$ cat src/rtl/uart_rx_fifo_pkg.sv
// rtl/uart_rx_fifo_pkg.sv - shared IO constants, capture FSM encoding, status word packing
// Contents:
//   RX_FIFO_DEPTH / RX_FIFO_AW : default FIFO geometry
//   IO_DATA_IDX / IO_CTRL_IDX  : CPU IO word indices of the RS-232 data and status/control words
//   cap_state_e                : capture FSM encoding
//   rs232_status_word()        : packs {level, ovf, rdy_tx, rdy} into the status IO word
package uart_rx_fifo_pkg;

    localparam int RX_FIFO_DEPTH = 16;
    localparam int RX_FIFO_AW    = 4;

    localparam int IO_DATA_IDX = 2;
    localparam int IO_CTRL_IDX = 3;

    typedef enum logic {
        IDLE     = 1'b0,
        WAIT_LOW = 1'b1
    } cap_state_e;

    // level occupies bits [7 +: AW+1]; a 9-bit field covers the largest DEPTH of 256,
    // smaller depths simply leave the upper level bits zero.
    function automatic logic [31:0] rs232_status_word(
        input logic [8:0] lvl,
        input logic       ovf_flag,
        input logic       rdy_tx,
        input logic       rdy_rx
    );
        return {16'd0, lvl, 4'd0, ovf_flag, rdy_tx, rdy_rx};
    endfunction

endpackage

$ cat src/rtl/uart_rx_fifo.sv
// rtl/uart_rx_fifo.sv - RS-232 receive byte FIFO with capture handshake and sticky overflow
// Ports:
//   clk      : system clock, all state on rising edge
//   rst      : asynchronous active-low reset
//   rx_data  : received byte from the receiver
//   rx_rdy   : receiver byte-valid level, held until acknowledged
//   rx_done  : one-cycle acknowledge pulse to the receiver
//   pop      : CPU read strobe of the data IO word
//   ovf_clr  : CPU write strobe of the control IO word, clears ovf
//   dout     : head-of-FIFO byte (fall-through), 0 when empty
//   rdy      : FIFO not empty
//   level    : occupancy 0..DEPTH
//   ovf      : sticky overflow flag
module uart_rx_fifo
    import uart_rx_fifo_pkg::*;
#(
    parameter int DEPTH = RX_FIFO_DEPTH,
    parameter int AW    = RX_FIFO_AW
) (
    input  logic          clk,
    input  logic          rst,
    input  logic [7:0]    rx_data,
    input  logic          rx_rdy,
    output logic          rx_done,
    input  logic          pop,
    input  logic          ovf_clr,
    output logic [7:0]    dout,
    output logic          rdy,
    output logic [AW:0]   level,
    output logic          ovf
);

    localparam logic [AW:0] FULL_LEVEL = (AW+1)'(DEPTH);

    cap_state_e    state_q, state_d;
    logic          rx_done_q, rx_done_d;
    logic [AW-1:0] wr_ptr_q, wr_ptr_d;
    logic [AW-1:0] rd_ptr_q, rd_ptr_d;
    logic [AW:0]   level_q, level_d;
    logic          ovf_q, ovf_d;
    logic [7:0]    mem_q [DEPTH];

    logic capture;
    logic full;
    logic not_empty;
    logic do_pop;
    logic do_push;
    logic drop;

    always_comb begin
        state_d   = state_q;
        rx_done_d = 1'b0;
        capture   = 1'b0;
        case (state_q)
            IDLE: begin
                if (rx_rdy) begin
                    capture   = 1'b1;
                    rx_done_d = 1'b1;
                    state_d   = WAIT_LOW;
                end
            end
            WAIT_LOW: begin
                // rx_rdy is a level: wait for it to drop so one byte is never taken twice
                if (!rx_rdy) begin
                    state_d = IDLE;
                end
            end
            default: state_d = IDLE;
        endcase
    end

    always_comb begin
        not_empty = (level_q != '0);
        full      = (level_q == FULL_LEVEL);
        do_pop    = pop && not_empty;
        // a pop on the same edge frees the slot, so a full FIFO can still accept
        do_push   = capture && (!full || do_pop);
        drop      = capture && full && !do_pop;

        wr_ptr_d = do_push ? wr_ptr_q + 1'b1 : wr_ptr_q;
        rd_ptr_d = do_pop  ? rd_ptr_q + 1'b1 : rd_ptr_q;

        level_d = level_q;
        if (do_push && !do_pop) begin
            level_d = level_q + 1'b1;
        end else if (do_pop && !do_push) begin
            level_d = level_q - 1'b1;
        end

        // a coincident overflow beats the clear strobe
        ovf_d = ovf_q;
        if (drop) begin
            ovf_d = 1'b1;
        end else if (ovf_clr) begin
            ovf_d = 1'b0;
        end
    end

    always_ff @(posedge clk or negedge rst) begin
        if (!rst) begin
            state_q   <= IDLE;
            rx_done_q <= 1'b0;
            wr_ptr_q  <= '0;
            rd_ptr_q  <= '0;
            level_q   <= '0;
            ovf_q     <= 1'b0;
        end else begin
            state_q   <= state_d;
            rx_done_q <= rx_done_d;
            wr_ptr_q  <= wr_ptr_d;
            rd_ptr_q  <= rd_ptr_d;
            level_q   <= level_d;
            ovf_q     <= ovf_d;
        end
    end

    // storage is not reset; the level counter gates what the CPU can see
    always_ff @(posedge clk) begin
        if (do_push) begin
            mem_q[wr_ptr_q] <= rx_data;
        end
    end

    assign rx_done = rx_done_q;
    assign rdy     = not_empty;
    assign level   = level_q;
    assign ovf     = ovf_q;
    assign dout    = not_empty ? mem_q[rd_ptr_q] : 8'h00;

endmodule

$ cat config.mk
export PLATFORM = sky130hd
export DESIGN_NAME = uart_rx_fifo
export DESIGN_NICKNAME = d
export VERILOG_FILES = /design/src/rtl/uart_rx_fifo_pkg.sv /design/src/rtl/uart_rx_fifo.sv
export SDC_FILE = /design/constraint.sdc
export NUM_CORES = 1
export LEC_CHECK = 0
export CAP_MARGIN = 20
export CORE_AREA = 10 10 116 128
export DETAILED_ROUTE_END_ITERATION = 6
export DIE_AREA = 0 0 126 138
export GPL_TIMING_DRIVEN = 0
export MAX_ROUTING_LAYER = met4
export PLACE_DENSITY = 0.71
export SLEW_MARGIN = 20
export SYNTH_ARGS = -nofsm -noshare
export SYNTH_HDL_FRONTEND = slang
export SYNTH_SLANG_ARGS = --single-unit
$ cat constraint.sdc
create_clock -name clk -period 3 [get_ports clk]
set_clock_uncertainty 0.1 [all_clocks]
set_input_delay 0.75 -clock clk [delete_from_list [all_inputs] [get_ports clk]]
set_output_delay 0.75 -clock clk [all_outputs]
set_load 0.01 [all_outputs]
==> results of run 1 <==
cell type report:
cell class	instances	area (sq um)	area share [%]
repair buffers	37	323	4.46
well taps	157	196	2.71
inverters	12	45.0	0.622
flip-flops and latches	144	4250	58.6
plain buffers	13	146	2.02
clock inverters	14	239	3.30
multi-input cells	136	1620	22.3
clock buffers	18	429	5.93
synth_stat cells, drive strengths merged (4+ instances only):
| cell | instances | area share [%] |
|---|---|---|
| edfxtp | 128 | 64 |
| mux4 | 32 | 13 |
| dfrtp | 16 | 6.7 |
| o21ai | 13 | 1.1 |
| and2 | 12 | 1.3 |
| inv | 12 | 0.75 |
| buf | 10 | 1.5 |
| a21oi | 9 | 0.75 |
| ha | 9 | 1.9 |
| mux2 | 9 | 1.7 |
| mux2i | 8 | 1.3 |
| xnor2 | 7 | 1.0 |
| nand2 | 6 | 0.38 |
| nor2 | 5 | 0.31 |
| clkbuf | 4 | 0.65 |
| nand3 | 4 | 0.33 |
cells by family (layout without fill, tap and decap cells):
kind of cell	after synthesis	count (layout)	synth area share, %
XOR/XNOR	9	9	1.32
buffers and inverters	26	94	2.93
AO/OA/AOI/OAI	29	29	3.14
multiplexers	49	49	15.7
AND/OR/NAND/NOR	39	39	3.80
adder cells (fa/ha/maj)	10	10	2.22
flip-flops	144	144	70.9
sequential cells by signal, summed over array words and instances (netlist names):
| signal | count |
|---|---|
| rd_ptr_q | 4 |
| state_q | 1 |
| rx_done | 1 |
| wr_ptr_q | 4 |
| ovf | 1 |
| level | 5 |
| mem_q | 128 |
how the worst max path moves through the flow:
stage	slack (ns)	to	depth (start not counted)	start
finish	-0.08	dout[7]	7	rd_ptr_q[1]$_DFFE_PN0N_
CTS	-0.13	dout[6]	8	rd_ptr_q[1]$_DFFE_PN0N_
floorplan	0.23	level[4]$_DFFE_PN0P_	9	pop
global route	-0.17	dout[0]	7	rd_ptr_q[1]$_DFFE_PN0N_
global placement	-0.63	level[4]$_DFFE_PN0P_	10	pop
detailed placement	-0.66	level[4]$_DFFE_PN0P_	10	pop
per-layer routing:
| layer | vias up | wire length (microns) | part of all wire (%) |
|---|---|---|---|
| met4 | 0 | 248 | 2.1 |
| met5 | - | 0 | 0 |
| met2 | 97 | 5910 | 50 |
| li1 | 1328 | - | - |
| met3 | 14 | 604 | 5.1 |
| met1 | 1545 | 5040 | 43 |
what timing repair did:
action,in CTS,in global routing
pin swaps,3,2
buffers inserted,7,2
gates resized for setup,66,13
gates cloned,1,0
hold buffers,0,0
endpoints found under the setup margin,11,11
through the flow:
stage               cell area, sq um  setup TNS, ns  utilization [%]  hold WS [ns]
floorplan                       5990              0                -         0.354
global placement                6460         -22.05             52.2         0.380
detailed placement              6460         -24.91             52.2         0.388
CTS                             7230         -0.831             58.4         0.403
global route                    7240          -1.09             58.5         0.428
finish                          7240         -0.410             58.5         0.395
power breakdown:
| part | internal, mW | total, mW | switching, mW |
|---|---|---|---|
| registers | 2.37 | 2.51 | 0.139 |
| clock network | 1.56 | 2.33 | 0.769 |
| logic | 1.25 | 2.44 | 1.18 |
==> summary.md, run 1 <==
| Metric | Value |
|---|---|
| Initial antenna violation count | 0 |
| Worst Path Buf+Inv | 3 |
| DRT Wirelength | 11800 microns |
| Synth Cell Area | 5990 sq um |
| HPWL after DPL | 7390 microns |
| Die W | 126 microns |
| GRT overflow | 0 |
| Slew headroom | 45.2% |
| Area Growth Syn to Fin | 21.0% |
| Maxcap violations | 0 |
| Syn_nets | 329 |
| Top Family by Delay on Critical Path | multiplexers |
| Final WS setup | -0.0816 ns |
| Fin cells | 531 |
| PD cells | 1000 nW/um^2 |
| Place WS | -0.665 ns |
| DRT antenna net count | 0 |
| Final Hold Viols | 0 |
| DRC | 0 |
| Count of final setup violators | 8 |
| Die height | 138 microns |
| Global-route wire length before repair | 18600 microns |
| Top Ports | 29 |
| Maximum number of pins on one net before global-route repair | 17 |
| Crit. End Element | output pin |
| Dominant register cell in the synthesized netlist | edfxtp_1 |
| Most frequent cells in the layout | edfxtp_1 (128), mux4_2 (32), clkdlybuf4s50_1 (19), clkbuf_16 (17), dfrtp_1 (14) |
| CTS Buffer Depth | 2 |
| Distinct cells, synth | 40 |
| Pins over their slew limit | 0 |
| Delay of the slowest critical-path stage | 0.52 ns |
| FF+latch count, synth | 144 |
| Vias in the first global route | 3217 |
| Core area | 12400 sq um |
| Power Total | 7.28 mW |
| Worst hold start | state_q$_DFF_PN0_ |
| Arr. time, crit path | 2.23 ns |
| CTS tree | built |
| Hold Path Cell Cnt | 1 |
| Syn. warnings | 0 |
| Hold Path Sink | rx_done$_DFF_PN0_ |
| CP startpoint kind | flip-flop |
| Worst r2r src | level[1]$_DFFE_PN0P_ |
| Least-Margin Pin Slew | 0.820 ns |
| Slowest cell on the critical path | mux4_2 |
| Hold Path Class | flip-flop to flip-flop |
| CP Max Fanout | 7 |
| Port buffer count | 28 |
| Worst-skew pair later-pin latency | 0.41 ns |
| Final min period | 3.08 ns |
| Die area | 17400 sq um |
| CTS root buf | clkbuf_16 |
| Post-synthesis area per instance | 19.6 sq um |
| Fin crit share | 103% |
| RSZ-0062 raised after global routing | yes |
| LEAKAGE | 2.53 nW |
| M3 GR Usage | 4.47% |
| Global Route Usage Sum | 14.5% |
| 1st-iter DRT viols | 202 |
| WS Path Type | flip-flop to output pin |
| Reg2reg end | level[4]$_DFFE_PN0P_ |
| Worst Path Required | 2.15 ns |
| Violated checks | setup timing |
| R2R depth | 10 |
| H-tree levels | 4 |
| Async SR Flop Fraction | 11.1% |
| Seq/Total Area, Yosys | 70.9% |
| Starting Density | 48.4% |
| FP Rows | 43 |
| Post-synthesis cell count | 306 |
| Post-synth EDFFs | 128 |
| DR vias | 2984 |
| M1 GR Usage | 18.1% |
| Maximum vdd drop | 0.578 mV |
| Clock Sinks | 144 |
| Clk slew on worst S/H paths | 0.06 ns |
| Met2 usage | 22.0% |
| R2R setup slack | 0.27 ns |
| Vias per cell | 5.62 |
| Routability Congestion | 0.778 |
| Routed len/inst | 22.2 microns |
| Status | finished, violations left |
| # nets final | 384 |
| Placed insts | 491 |
| Share of layout cells above drive strength 1 | 31.3% |
| Filler instances | 905 |
| TritonCTS Buffers | 17 |
| Critical-path cell list | buf_6 -> buf_4 -> mux4_2 -> mux2_4 -> o21ai_2 -> a21oi_1 -> buf_2 |
| Antenna diode instance count | 0 |
| Fmax | 0.325 GHz |
| TritonRoute pass-1 iters | 4 |
| Layer with the highest usage | met2 |
| Commonest non-fill, non-tap cell in the layout | edfxtp_1 |
Note: power is estimated with default switching activity, not from simulation.
==> run 2, diff against run 1 <==
- CORE_AREA: 10 10 116 128 -> 2 2 108 120
- DIE_AREA: 0 0 126 138 -> 0 0 110 122
==> run 2 against run 1 <==
Maximum frequency fell by 2.6%. The flow still finishes with violations (setup timing). Non-clock buffer count rose by 1. Highest routed layer unchanged. Die area fell by 23%. Wire length fell by 1.6%. Critical path depth rose by 1. Combinational power rose by 5%. Largest power group is now combinational cells.
==> summary.md, run 2 (synthesis gave the netlist of run 1 again) <==
| Metric | Value |
|---|---|
| Status | finished, violations left |
| Violated checks | setup timing |
| Reg with most FFs | mem_q |
| TritonCTS Buffers | 17 (unchanged) |
| Count of final setup violators | 8 (unchanged) |
| Sequential share of power | 34.7% (+0.2 points) |
| Switch share | 28.8% (+0.11 points) |
| Final Hold Viols | 0 (unchanged) |
| Arr. time, crit path | 2.31 ns (+0.08 ns) |
| Most frequent cells in the layout | edfxtp_1 (128), mux4_2 (30), clkdlybuf4s50_1 (19), clkbuf_16 (17), dfrtp_1 (14) |
| LEAKAGE | 2.54 nW (+0.54%) |
| 1st-iter DRT viols | 253 (+25%) |
| HPWL after DPL | 7160 microns (-3.2%) |
| Delay of the slowest critical-path stage | 0.52 ns (about the same) |
| Global Route Usage Sum | 20.0% (+5.5 points) |
| Least-Margin Pin Slew | 0.884 ns (+0.0636 ns) |
| H-tree levels | 4 (unchanged) |
| Crit path top cell by count | buf_12 |
| Clk slew on worst S/H paths | 0.06 ns (about the same) |
| Clock Sinks | 144 (unchanged) |
| Pins over their slew limit | 0 (unchanged) |
| Share of layout cells above drive strength 1 | 30.9% (-0.35 points) |
| Int Pwr | 5.17 mW (-0.28%) |
| # nets final | 385 (+0.26%) |
| Initial antenna violation count | 0 (unchanged) |
| Die W | 110 microns (-13%) |
| Maxcap violations | 0 (unchanged) |
| Worst Path Required | 2.15 ns (about the same) |
| Die height | 122 microns (-12%) |
| Slowest cell on the critical path | mux4_2 |
| Starting Density | 48.6% (+0.21 points) |
| Fin crit share | 105% (+2.7 points) |
| Maximum vdd drop | 0.531 mV (-8.2%) |
| Hold Path Class | flip-flop to flip-flop |
| Maximum number of pins on one net before global-route repair | 17 (unchanged) |
| Vias per cell | 5.60 (-0.36%) |
| Critical-path cell list | buf_6 -> buf_12 -> buf_12 -> mux4_2 -> mux2_4 -> o21ai_2 -> a21oi_2 -> buf_2 |
| Area Growth Syn to Fin | 21.5% |
| DRT Wirelength | 11600 microns (-1.6%) |
| DRC | 0 (unchanged) |
| Clock power frac | 30.3% (-1.7 points) |
| CP Max Fanout | 4 (-3) |
| FP Rows | 43 (unchanged) |
| Fmax | 0.316 GHz (-2.6%) |
| CTS tree | built |
| RSZ-0062 raised after global routing | yes |
| Final min period | 3.16 ns (+0.0808 ns) |
| Top Ports | 29 (unchanged) |
| Comb power frac | 35.0% (+1.5 points) |
| Routability Congestion | 0.805 (+3.5%) |
| Core area | 12300 sq um (-0.43%) |
| Slew headroom | 40.9% (-4.3 points) |
| Final WS setup | -0.162 ns (-0.0808 ns) |
| Routed len/inst | 21.8 microns (-1.8%) |
| Worst Path Buf+Inv | 4 (+1) |
| Top Family by Delay on Critical Path | multiplexers |
| CTS root buf | clkbuf_16 |
| Final TNS setup | -0.863 ns (-0.453 ns) |
| Hold Buf Count CTS | 0 (unchanged) |
| Max FFs per register | 128 (unchanged) |
| CTS Buffer Depth | 2 (unchanged) |
| Crit. End Element | output pin |
| GRT overflow | 0 (unchanged) |
| DRT antenna net count | 0 (unchanged) |
| Global-route wire length before repair | 18200 microns (-2.5%) |
| Port buffer count | 28 (unchanged) |
| Die area | 13400 sq um (-23%) |
| DR vias | 2979 (-0.17%) |
| Antenna diode instance count | 0 (unchanged) |
| Worst-skew pair later-pin latency | 0.41 ns (about the same) |
| CP startpoint kind | flip-flop |
| Commonest non-fill, non-tap cell in the layout | edfxtp_1 |
| PD cells | 999 nW/um^2 (-0.52%) |
| TritonRoute pass-1 iters | 4 (unchanged) |
| Utilization after layout | 59.0% (+0.49 points) |
| WS Path Type | flip-flop to output pin |
| Vias in the first global route | 3147 (-2.2%) |
| Hold_ws | 0.406 ns (+0.0110 ns) |
| Net Sw Power | 2.10 mW (+0.24%) |
## run 2: cell count changes in the layout (fill, tap and decap cells not counted), sizes merged
cell	change
clkinv	+2
bufinv	-1
buf	+1
clkinvlp	-2
clkbuf	+1
## run 2: layout make-up
cell class,count,area (sq um)
buffer,13,146
sequential,144,4250
clock buffer,19,433
multi-input combinational,136,1640
timing repair buffer,38,372
inverter,12,45.0
fill,883,5050
tap,157,196
clock inverter,13,193
## run 2: worst register-to-register path, stage by stage, from the launching register on
cell and delay (ns):
dfrtp_2 0.44, nor4_4 0.31, nand2b_1 0.18, nand2_1 0.25, ha_4 0.21, inv_1 0.09, ha_1 0.33, nor2b_1 0.16
o21a_1 0.19, o2111ai_1 0.20, o311ai_0 0.15
## run 2: layer usage
layer / global-route usage, % / up-vias / share of wire (%)
met5: - / - / 0
met4: 7.67 / 0 / 1.8
met3: 4.07 / 14 / 5.8
met2: 29.7 / 91 / 51
met1: 27.4 / 1532 / 42
li1: - / 1342 / -
## run 2: stage by stage
stage	cell area, sq um	power, mW	instances	setup WS, ns
after floorplan	5990	3.98	306	0.231
after global placement	6460	4.70	491	-0.631
final	7270	7.27	532	-0.162
after CTS	7240	7.26	531	-0.167
after global routing	7270	7.61	532	-0.235
after detailed placement	6460	4.75	491	-0.711
## run 2: worst paths after layout
kind | depth (start not counted) | slack, ns | to | from
max in group asynchronous | 1 | 1.57 | level[0]$_DFFE_PN0P_ | rst
worst max-delay path | 8 | -0.16 | dout[0] | rd_ptr_q[1]$_DFFE_PN0N_
min in group asynchronous | 1 | 0.69 | level[3]$_DFFE_PN0P_ | rst
worst min register to register | 1 | 0.41 | rx_done$_DFF_PN0_ | state_q$_DFF_PN0_
worst max register to register | 10 | 0.26 | level[4]$_DFFE_PN0P_ | level[2]$_DFFE_PN0P_
worst min-delay path | 1 | 0.41 | rx_done$_DFF_PN0_ | state_q$_DFF_PN0_
## run 2: timing repair
action | 4_1_cts | 5_1_grt
endpoints found under the setup margin | 11 | 11
gates cloned | 1 | 0
buffers inserted | 7 | 4
resized for setup | 68 | 15
pin swaps | 3 | 2
## run 2: power groups by stage
stage | sequential [mW] | combinational [mW] | clock [mW]
floorplan | 2.52 | 1.46 | 0
finish | 2.52 | 2.55 | 2.20
global placement | 2.52 | 2.18 | 0
global route | 2.54 | 2.76 | 2.32
CTS | 2.51 | 2.53 | 2.22
detailed placement | 2.53 | 2.22 | 0
